==> src/rtl/sprite_frame_ctrl.sv <==
// Avalon-MM register front end and frame scheduler for the sprite compositor.
// Shadow sprite registers are copied to the active set during vertical blank, one slot per cycle.
module sprite_frame_ctrl #(
    parameter int NUM_SPRITES = 6,
    parameter int X_W         = 11,
    parameter int Y_W         = 10,
    parameter int VACTIVE     = 480
) (
    input  logic                       clk,
    input  logic                       reset,
    input  logic                       chipselect,
    input  logic                       write,
    input  logic                       read,
    input  logic [8:0]                 address,
    input  logic [31:0]                writedata,
    output logic [31:0]                readdata,
    input  logic [9:0]                 vcount,
    output logic [NUM_SPRITES*X_W-1:0] spr_x,
    output logic [NUM_SPRITES*Y_W-1:0] spr_y,
    output logic [NUM_SPRITES-1:0]     spr_en,
    output logic [15:0]                frame_count,
    output logic                       irq
);
    localparam int IDX_W = $clog2(NUM_SPRITES + 1);

    typedef enum logic [1:0] {IDLE, COMMIT, DONE} state_t;

    state_t                              state_q, state_d;
    logic [IDX_W-1:0]                    idx_q, idx_d;
    logic [NUM_SPRITES-1:0][X_W-1:0]     sh_x_q, act_x_q;
    logic [NUM_SPRITES-1:0][Y_W-1:0]     sh_y_q, act_y_q;
    logic [NUM_SPRITES-1:0]              sh_en_q, act_en_q;
    logic                                pending_q, auto_q, irq_en_q, irq_q;
    logic [9:0]                          vcount_q;
    logic [15:0]                         frame_count_q;
    logic [31:0]                         readdata_q, rd_mux;

    logic       wr, rd, in_slot, frame_edge, start, busy, copy_slot, copy_mask;
    logic [4:0] slot_a;
    logic       unused_wdata;

    assign wr           = chipselect && write;
    assign rd           = chipselect && read;
    assign in_slot      = address < 9'(2 * NUM_SPRITES);
    assign slot_a       = address[5:1];
    assign unused_wdata = ^writedata;
    assign frame_edge   = (vcount == 10'(VACTIVE)) && (vcount_q != 10'(VACTIVE));
    assign busy         = (state_q != IDLE);
    assign copy_slot    = (state_q == COMMIT) && (idx_q != IDX_W'(NUM_SPRITES));
    assign copy_mask    = (state_q == COMMIT) && (idx_q == IDX_W'(NUM_SPRITES));

    always_comb begin
        state_d = state_q;
        idx_d   = idx_q;
        start   = 1'b0;
        case (state_q)
            IDLE: begin
                // Edges arriving outside IDLE still count frames but never start a commit.
                if (frame_edge && (pending_q || auto_q)) begin
                    state_d = COMMIT;
                    idx_d   = '0;
                    start   = 1'b1;
                end
            end
            COMMIT: begin
                if (copy_mask) state_d = DONE;
                else           idx_d   = idx_q + 1'b1;
            end
            DONE:    state_d = IDLE;
            default: state_d = IDLE;
        endcase
    end

    always_comb begin
        rd_mux = '0;
        if (in_slot) begin
            for (int k = 0; k < NUM_SPRITES; k++)
                if (slot_a == 5'(k))
                    rd_mux = address[0] ? 32'(sh_y_q[k]) : 32'(sh_x_q[k]);
        end else begin
            case (address)
                9'h040:  rd_mux = 32'(sh_en_q);
                9'h041:  rd_mux = {29'b0, irq_en_q, auto_q, pending_q};
                9'h042:  rd_mux = {frame_count_q, 13'b0, busy, irq_q, pending_q};
                default: rd_mux = '0;
            endcase
        end
    end

    always_ff @(posedge clk or posedge reset) begin
        if (reset) begin
            state_q       <= IDLE;
            idx_q         <= '0;
            sh_x_q        <= '0;
            sh_y_q        <= '0;
            sh_en_q       <= '0;
            act_x_q       <= '0;
            act_y_q       <= '0;
            act_en_q      <= '0;
            pending_q     <= 1'b0;
            auto_q        <= 1'b0;
            irq_en_q      <= 1'b0;
            irq_q         <= 1'b0;
            vcount_q      <= '0;
            frame_count_q <= '0;
            readdata_q    <= '0;
        end else begin
            state_q  <= state_d;
            idx_q    <= idx_d;
            vcount_q <= vcount;
            if (frame_edge) frame_count_q <= frame_count_q + 16'd1;
            if (rd)         readdata_q    <= rd_mux;

            for (int k = 0; k < NUM_SPRITES; k++) begin
                if (wr && in_slot && slot_a == 5'(k)) begin
                    if (address[0]) sh_y_q[k] <= writedata[Y_W-1:0];
                    else            sh_x_q[k] <= writedata[X_W-1:0];
                end
                // Copy sees the shadow as it stood before any same-cycle write.
                if (copy_slot && idx_q == IDX_W'(k)) begin
                    act_x_q[k] <= sh_x_q[k];
                    act_y_q[k] <= sh_y_q[k];
                end
            end
            if (wr && address == 9'h040) sh_en_q  <= writedata[NUM_SPRITES-1:0];
            if (copy_mask)               act_en_q <= sh_en_q;

            if (wr && address == 9'h041) begin
                auto_q   <= writedata[1];
                irq_en_q <= writedata[2];
            end
            if (wr && address == 9'h041 && writedata[0]) pending_q <= 1'b1;
            else if (start)                              pending_q <= 1'b0;

            if (state_q == DONE && irq_en_q)                     irq_q <= 1'b1;
            else if (wr && address == 9'h043 && writedata[0])    irq_q <= 1'b0;
        end
    end

    assign readdata    = readdata_q;
    assign spr_x       = act_x_q;
    assign spr_y       = act_y_q;
    assign spr_en      = act_en_q;
    assign frame_count = frame_count_q;
    assign irq         = irq_q;
endmodule

==> config.mk <==
export PLATFORM = sky130hd
export DESIGN_NAME = sprite_frame_ctrl
export DESIGN_NICKNAME = d
export VERILOG_FILES = /design/src/rtl/sprite_frame_ctrl.sv
export SDC_FILE = /design/constraint.sdc
export NUM_CORES = 1
export LEC_CHECK = 0
export ABC_AREA = 1
export BUFFER_PORTS_ARGS = -buffer_cell sky130_fd_sc_hd__clkbuf_2
export CAP_MARGIN = 20
export CORE_ASPECT_RATIO = 1.75
export CORE_MARGIN = 2
export CORE_UTILIZATION = 61
export CTS_CLUSTER_SIZE = 8
export DETAILED_ROUTE_END_ITERATION = 6
export GPL_TIMING_DRIVEN = 1
export PLACE_DENSITY = 0.86
export SETUP_SLACK_MARGIN = 0.02
export SLEW_MARGIN = 10
export SYNTH_ARGS = -nofsm -noshare
export SYNTH_HDL_FRONTEND = slang
export SYNTH_SLANG_ARGS = --single-unit
==> constraint.sdc <==
create_clock -name clk -period 17.9 [get_ports clk]
set_input_delay 1.79 -clock clk [delete_from_list [all_inputs] [get_ports clk]]
set_output_delay 1.79 -clock clk [all_outputs]
set_load 0.05 [all_outputs]
==> metrics, run 1 <==
TritonCTS clock tree=done; final instance area=0.0164 mm2; htree depth=2; skew final=21.9 ps; hold depth=2; Static Leakage=8.17 nW; critical path arrival=4000 ps; Initial Utilization=61.9%; number of flops mapped to enable cells by yosys=0; max-slew violations=0; worst slew pin tran=1070 ps; commonest non-fill, non-tap cell in the layout=nand2_1; cell taking the most area after synthesis=dfrtp_1; CP max FO=84; routed length per instance=19.7 um; largest net degree at the start of global routing=101; post-synthesis register bit count=326; Vias=11300; row count=73; minimum clock period=3570 ps; R2R cell count=7; met3 global-route usage=7.04%; Syn Std Cell Area=0.0140 mm2; commonest cells after routing, fill and taps aside=nand2_1 (399), dfrtp_1 (326), clkbuf_2 (209); Final Hold Vio Count=0; post-route ant nets=0; DR vias/cell=5.81; io pins=237; pre-CTS setup slack=13390 ps; Area Overhead vs Synth=16.6%; WP data required=18330 ps; DRC viols=0; WHS=475 ps; Cells after Synth=1458; first-pass GRT wire length=60.1 mm; CTS max path bufs=3; TNS Setup=0 ps; initial antenna violation count=1; Antenna Cells=0; grt total ovfl=0; fill count=1585; area of the multi-input gates=0.00499 mm2; Main synth FF type=dfrtp_1; DRT Pass-1 Iters=6; Clock transition at path regs=50 ps; Hold Path End=spr_en[5]; Max Freq=0.280 GHz; worst-skew pair later-pin latency=550 ps; final wirelength=38.4 mm; FF+latch area=0.00816 mm2; Cell variety after synth=38; Root Buffer=clkbuf_16; CP Launch Type=primary input; critical register-to-register path startpoint=idx_q[0]; Final nets=1708; Die H=205 um; share of layout cells above drive strength 1=24.2%; worst min-delay path category=reg2reg; status=completed; die area=0.0243 mm2; Max IR drop VDD=0.0816 mV; GR Layer Usage met1=36.5%; clk sinks=326; crit end category=register; Syn Area/Cell=9.62 um2; Ys Warns=0; HP Start=spr_en[5]; port buffer count=210; Worst R2R Setup Slack=15530 ps; worst setup margin=14330 ps; All-Layer GR Usage=32.0%; initial drt markers=991; Core ar.=0.0227 mm2; # hold bufs at CTS=0; placed cell area=0.0151 mm2; worst rel slew slack=28.2%; crit path kind=in2reg; met2 Use GR=54.1%; vias in the first global route=11300; TritonCTS Buffers=46; sequential-to-total area share from yosys stat=58.2%; Async SR Flop Fraction=100%; Max Cap Viol=0; DP HPWL=25.6 mm; Setup-failing EPs final=0; RSZ-0062 raised after global routing=false; PwrDens=96.2 mW/mm2; GRT busiest layer=met2; postcts setup bufs=0; Synth top area share=58.2%; Placer Congestion=0.912; top cells by area, synth=dfrtp_1 (58%), nand2_1 (11%), mux2_2 (5.6%); Resized Gates After CTS=0; Period Utilization, post-route=19.9%; FF-to-FF End=spr_y[35]; DIE WIDTH=119 um
-- power by group --
| group | total (mW) | internal [mW] | switching, mW |
|---|---|---|---|
| logic | 0.0731 | 0.0132 | 0.0599 |
| clock network | 0.750 | 0.455 | 0.296 |
| registers | 0.749 | 0.744 | 0.00474 |
| total | 1.57 | 1.21 | 0.360 |
-- worst max-delay path, stage by stage --
cell	delay [ps]
buf_4	310
buf_4	760
o21ai_0	250
nand2_1	110
nand2_1	70
nor2_1	260
nand4_1	170
nand2_1	150
a21oi_1	80
-- final cells by class --
cell class | count | area share, %
multi-input combinational | 938 | 30.5
tap | 300 | 2.30
sequential | 326 | 49.9
inverter | 114 | 2.66
clock inverter | 3 | 0.207
timing repair buffer | 220 | 7.28
clock buffer | 47 | 7.12
-- layer usage --
| metal | vias up | share of wire (%) |
|---|---|---|
| li1 | 5106 | - |
| met1 | 5453 | 34 |
| met2 | 595 | 51 |
| met3 | 155 | 8.4 |
| met4 | 2 | 6.8 |
| met5 | - | 0.031 |
-- worst max-delay path by stage --
stage | startpoint | endpoint | depth (start not counted)
3_5_place_dp | reset | sh_y_q[22] | 4
3_3_place_gp | reset | sh_x_q[23] | 4
2_1_floorplan | reset | auto_q | 1
4_1_cts | reset | sh_x_q[23] | 4
5_1_grt | address[4] | sh_x_q[5] | 8
6_report | address[0] | readdata[4] | 9
-- sequential cells by signal (all words and copies together) (netlist names), 6 cells and up --
signal / cells
sh_en_q: 6
spr_y: 60
readdata: 27
sh_y_q: 60
spr_en: 6
vcount_q: 10
spr_x: 66
frame_count: 16
sh_x_q: 66
-- cell families (layout without fill, tap and decap cells) --
| logic type | after synthesis | in the layout | share of synthesized area [%] |
|---|---|---|---|
| fa+ha+maj | 6 | 6 | 0.535 |
| xor+xnor | 12 | 12 | 0.750 |
| simple gates | 546 | 546 | 17.2 |
| flops | 326 | 326 | 58.2 |
| mux | 70 | 70 | 5.62 |
| compound gates | 299 | 299 | 11.4 |
| other cells | 1 | 5 | 0.0267 |
| buf+inv | 198 | 384 | 6.32 |
-- synth_stat cells, drive strengths merged, types with 2 or more instances --
cell	instances
nor2	56
ha	6
nor3	9
mux2	70
nor4	3
o21ai	266
nand3b	3
buf	50
dfrtp	326
or2	2
inv	114
o211ai	8
nand2	402
nand4	11
xor2	12
a21oi	22
clkbuf	34
nand3	59
-- metrics by stage --
step           cells  utilization, %  power, mW
3_5_place_dp    1893            66.4      0.832
3_3_place_gp    1893            66.4      0.830
5_1_grt         1948            72.2       1.62
2_1_floorplan   1462               -      0.810
6_report        1948            72.2       1.57
4_1_cts         1943            71.7       1.58
Note: power is estimated with default switching activity, not from simulation.
==> inputs of run 2 (changes only) <==
- ABC_AREA: 1 -> 0
- CORE_UTILIZATION: 61 -> 56
- PLACE_DENSITY: 0.86 -> 0.8
- clock period: 17.9 -> 3.41 ns (I/O delays scaled with it)
==> run 2 against run 1 <==
  * Clock-buffer cell count is 1 higher
  * Critical endpoint is now frame_count[6]
  * Sequential cell count unchanged
  * Register-to-register slack got worse by 14000 ps
  * Final cell count down 22%
  * Largest cell class unchanged
==> metrics, run 2 <==
status=completed; Crit path buffers/inverters=2 (unchanged); DP HPWL=25.3 mm (-1.4%); critical register-to-register path startpoint=state_q[0]; Resized Gates After CTS=0 (unchanged); row count=76 (+4.1%); critical path arrival=2680 ps (-1320 ps); Max Cap Viol=0 (unchanged); commonest cells in the netlist=dfrtp_1 (326), mux2_2 (262), nand2_1 (44); PwrDens=495 mW/mm2 (+420%); grt total ovfl=0 (unchanged); DRC viols=0 (unchanged); worst slew pin tran=1090 ps (+12.4 ps); Static Leakage=8.57 nW (+4.9%); CP max stage delay=790 ps (+30 ps); largest net degree at the start of global routing=157 (+55%); WHS=270 ps (-205 ps); Die H=212 um (+3.8%); post-route ant nets=0 (unchanged); first-pass GRT wire length=55.6 mm (-7.6%); Max IR drop VDD=0.473 mV (+480%); port buffer count=210 (unchanged); WP data required=3830 ps (-14500 ps); clk sinks=326 (unchanged); Syn Std Cell Area=0.0139 mm2 (-1.0%); worst rel slew slack=27.6% (-0.65 points); # hold bufs at CTS=11 (+11); Core ar.=0.0245 mm2 (+8.3%); share of layout cells above drive strength 1=47.6% (+23 points); Final nets=1273 (-25%); worst min-delay path category=in2reg; Ys Warns=0 (unchanged); final wirelength=36.9 mm (-3.8%); metal1 wirelength=13.5 mm (+3.1%); Critical path origin=vcount[0]; RSZ-0062 raised after global routing=false; delay-heaviest family, CP=simple AND/OR/NAND/NOR gates; TritonCTS clock tree=done; routed length per instance=24.2 um (+23%); top-count cell post-synth=dfrtp_1; DIE WIDTH=123 um (+3.7%); Initial Utilization=56.6% (-5.3 points); fill count=1744 (+10%); Main synth FF type=dfrtp_1; Area Overhead vs Synth=19.0%; Period Utilization, post-route=66.2%; Synth top area share=58.8% (+0.60 points); max-slew violations=0 (unchanged); length of routed met2 wiring=19.2 mm (-1.2%); commonest non-fill, non-tap cell in the layout=dfrtp_1; die area=0.0261 mm2 (+7.6%); HP Start=writedata[10]; post-synthesis register bit count=326 (unchanged); Max Freq=0.443 GHz; cell taking the most area after synthesis=dfrtp_1; met3 routed WL=1.99 mm (-38%); TritonCTS Buffers=46 (unchanged); Cell variety after synth=59 (+55%); Post-Route Utilization=67.3% (-4.9 points); skew final=19.0 ps (-2.90 ps); Most common cell on crit path=nand3_1; initial drt markers=555 (-44%); CP Launch Type=primary input; Async SR Flop Fraction=100% (unchanged); io pins=237 (unchanged); crit path kind=in2reg; worst path cell trace=dlygate4sd3_1, clkbuf_2, nor4_1, nand3_1, nor3_1, nand3_1, xnor2_1; htree depth=2 (unchanged); number of flops mapped to enable cells by yosys=0 (unchanged); initial antenna violation count=0 (-1); Clock transition at path regs=50 ps (about the same); top cells by area, synth=dfrtp_1 (59%), mux2_2 (21%), mux2i_1 (2.0%); Antenna Cells=0 (unchanged); Root Buffer=clkbuf_16; sequential-to-total area share from yosys stat=58.8% (+0.60 points); Setup-failing EPs final=0 (unchanged); Vias=9236 (-18%); CTS max path bufs=3 (unchanged); postcts setup bufs=0 (unchanged); vias in the first global route=9674 (-15%); top routing layer in use=met4; minimum clock period=2260 ps; CP max FO=6 (-93%); Cells after Synth=980 (-33%); Syn Area/Cell=14.2 um2 (+47%); Final Hold Vio Count=0 (unchanged); commonest cells after routing, fill and taps aside=dfrtp_1 (326), mux2_2 (262), clkbuf_2 (209); DR vias/cell=6.06 (+4.4%); Placer Congestion=1.02 (+12%); DRT Pass-1 Iters=5 (-1); slowest cell on the critical path=nor3_1; All-Layer GR Usage=28.7% (-3.3 points); crit end category=register; worst-skew pair later-pin latency=540 ps (about the same)
## run 2: kinds of logic (layout without fill, tap and decap cells)
| family | after synthesis | after routing | synth area share (%) |
|---|---|---|---|
| flops | 326 | 326 | 58.8 |
| mux | 304 | 304 | 25.0 |
| simple gates | 144 | 144 | 6.38 |
| compound gates | 117 | 117 | 5.87 |
| buf+inv | 67 | 295 | 2.43 |
| xor+xnor | 15 | 15 | 0.947 |
| fa+ha+maj | 6 | 6 | 0.541 |
| other cells | 1 | 5 | 0.0270 |
## run 2: per-layer routing
layer,GRT usage (%),up-vias
li1,-,4009
met1,33.6,4760
met2,49.2,359
met3,4.83,108
met4,16.2,0
met5,0,-
## run 2: final timing paths
check	end	slack [ps]	depth (start not counted)
max	frame_count[6]	1150	7
min	sh_x_q[32]	270	2
max reg2reg	spr_y[5]	1240	3
min reg2reg	readdata[10]	490	2
max in group asynchronous	sh_y_q[15]	1970	4
min in group asynchronous	vcount_q[0]	300	3
## run 2: area by class of cell
class / count / area (um2) / area share (%)
well taps: 312 / 390 / 2.36
flip-flops and latches: 326 / 8160 / 49.4
multi-input cells: 591 / 5400 / 32.7
clock inverters: 1 / 8.76 / 0.0531
inverters: 7 / 30.0 / 0.182
repair buffers: 239 / 1330 / 8.08
clock buffers: 48 / 1190 / 7.21
## run 2: through the flow
| stage | cell area (um2) | setup WS (ps) | TNS, ps | total power [mW] | instances |
|---|---|---|---|---|---|
| 5_1_grt | 16500 | 1010 | 0 | 8.42 | 1524 |
| 4_1_cts | 16500 | 1120 | 0 | 8.23 | 1524 |
| 3_3_place_gp | 15200 | 796 | 0 | 4.27 | 1464 |
| 3_5_place_dp | 15200 | 756 | 0 | 4.28 | 1464 |
| 2_1_floorplan | 13900 | -1280 | -417840 | 4.17 | 984 |
| 6_report | 16500 | 1150 | 0 | 8.18 | 1524 |
## run 2: power breakdown
part	leakage [nW]	internal (mW)	total, mW	switching [mW]
registers	4.52	3.89	3.91	0.0121
logic	3.46	0.0818	0.322	0.241
clock network	0.591	2.42	3.95	1.53
==> inputs of run 3 (changes only) <==
- ABC_AREA: 0 -> 1
- clock period: 3.41 -> 2.3 ns (I/O delays scaled with it)
==> run 3 against run 2 <==
  * Via count is 21% higher
  * Final cell count is 31% higher
  * Sequential share of layout area is 0.55 points lower
  * Die area is 1.0% higher
  * Setup slack worse by 720 ps
  * Sequential cell count stayed put
  * Global-route usage is 0.94 points higher
  * Routed wire length is 3.3% higher
  * Utilization is 0.50 points higher
  * First-iteration DRC count is 46% higher
  * Clock skew is 1.5 ps lower
  * Clock power is 51% higher
  * Largest cell class unchanged
  * Highest routed layer unchanged
==> metrics, run 3 (synthesis results as in run 1) <==
RSZ-0062 raised after global routing=false; share of layout cells above drive strength 1=25.0% (-23 points); DR vias/cell=5.62 (-7.2%); postcts setup bufs=0 (unchanged); critical register-to-register path startpoint=idx_q[0]; All-Layer GR Usage=29.6% (+0.94 points); routed length per instance=19.1 um (-21%); vias in the first global route=11200 (+15%); first-pass GRT wire length=59.5 mm (+7.1%); Cell Count Post-Placement=1932 (+32%); final wirelength=38.1 mm (+3.3%); worst rel slew slack=45.8% (+18 points); DIE WIDTH=124 um (+0.50%); PwrDens=743 mW/mm2 (+50%); internal power=9.64 mW (+51%); initial drt markers=809 (+46%); Hold Path End=irq; skew final=17.5 ps (-1.51 ps); Final nets=1741 (+37%); CTS max path bufs=3 (unchanged); Core ar.=0.0246 mm2 (+0.39%); Max Cap Viol=0 (unchanged); grt total ovfl=0 (unchanged); combinational fraction of design power=4.8% (+0.9 points); R2R cell count=8 (+5); CP max FO=32 (+26); DRC viols=0 (unchanged); Resized Gates After CTS=0 (unchanged); Period Utilization, post-route=81.2%; worst-skew pair later-pin latency=540 ps (about the same); Sequential Power Share=47.0% (-0.8 points); Root Buffer=clkbuf_16; Post-Route Utilization=67.8% (+0.50 points); Die H=213 um (+0.51%); io pins=237 (unchanged); Clock transition at path regs=50 ps (about the same); Vias=11200 (+21%); hold depth=4 (+2); TritonCTS Buffers=46 (unchanged); crit path kind=reg2reg; # hold bufs at CTS=11 (unchanged); critical path arrival=2280 ps (-400 ps); minimum clock period=1870 ps; port buffer count=210 (unchanged); commonest cells after routing, fill and taps aside=nand2_1 (399), dfrtp_1 (326), clkbuf_2 (209); Max Freq=0.536 GHz; switching share of power=22.3% (+0.50 points); Placer Congestion=0.916 (-10%); FF-to-FF End=spr_x[62]; clk sinks=326 (unchanged); Max IR drop VDD=0.762 mV (+61%); DP HPWL=26.8 mm (+5.8%); HP Start=writedata[0]; worst slew pin tran=812 ps (-274 ps); worst min-delay path category=in2reg; Setup-failing EPs final=0 (unchanged); Final Hold Vio Count=0 (unchanged); Initial Utilization=56.9% (+0.37 points); TritonCTS clock tree=done; Finished Layout Cells=1994 (+31%); post-route ant nets=0 (unchanged); row count=76 (unchanged); Static Leakage=8.34 nW (-2.7%); Area Overhead vs Synth=19.1% (about the same); NetSw=2.77 mW (+55%); crit end category=register; CP Launch Type=register; WHS=28.8 ps (-241 ps); commonest non-fill, non-tap cell in the layout=nand2_1; largest net degree at the start of global routing=95 (-39%); TNS Setup=0 ps (unchanged); DRT Pass-1 Iters=7 (+2); die area=0.0264 mm2 (+1.0%); htree depth=2 (unchanged); Clk network pwr share=48.1% (-0.2 points); Worst R2R Setup Slack=430 ps (-810 ps); WP data required=2720 ps (-1110 ps); status=completed; initial antenna violation count=1 (+1); max-slew violations=0 (unchanged)
[run 3: changes by cell type in the layout (fill, tap and decap cells not counted), sizes merged, moves of 13 or more]
cell and change:
a22o -25, buf +14, inv +106, mux2 -202
mux2i -28, nand2 +354, nand3 +43, nor2 +37
nor2b -13, o21ai +243, xnor2 -13
[run 3: per-stage QoR]
step	area (um2)	worst slack (ps)	power (mW)
2_1_floorplan	14000	-2280	6.30
3_3_place_gp	15300	468	6.50
3_5_place_dp	15300	397	6.51
4_1_cts	16700	446	12.5
5_1_grt	16700	314	12.8
6_report	16700	433	12.4
[run 3: power by group through the flow]
stage	sequential, mW	combinational, mW	clock (mW)
after global routing	5.83	0.656	6.27
final	5.83	0.601	5.97
after CTS	5.83	0.603	6.02
after detailed placement	5.92	0.585	0
after floorplan	6.00	0.301	0
after global placement	5.92	0.576	0
[run 3: how the worst max path moves through the flow]
stage	start	endpoint	slack, ps
after floorplan	reset	auto_q	-2280
after global placement	address[4]	sh_y_q[38]	470
after detailed placement	address[4]	sh_y_q[31]	400
after CTS	idx_q[0]	spr_x[62]	450
after global routing	idx_q[0]	spr_x[62]	310
final	idx_q[0]	spr_x[62]	430
[run 3: worst max-delay path, stage by stage, from the launching register on]
cell	delay (ps)
dfrtp_1	420
inv_1	120
ha_1	180
nand2_1	80
inv_1	100
nor2_4	60
nand3_2	70
buf_4	310
mux2_2	380
[run 3: final cells by class]
class / count / area [um2]
Antenna cell: 1 / 2.50
Clock buffer: 50 / 1240
Fill cell: 1874 / 7940
Inverter: 114 / 432
Multi-Input combinational cell: 938 / 4990
Sequential cell: 326 / 8160
Tap cell: 312 / 390
Timing Repair Buffer: 253 / 1480
[run 3: per-layer routing]
layer  track usage, %  vias up  wire [um]
met5                0        -          0
met4             16.2        0       2270
met3             4.70      125       2410
met2             50.2      468      19500
met1             35.7     5455      13900
li1                 -     5167          -
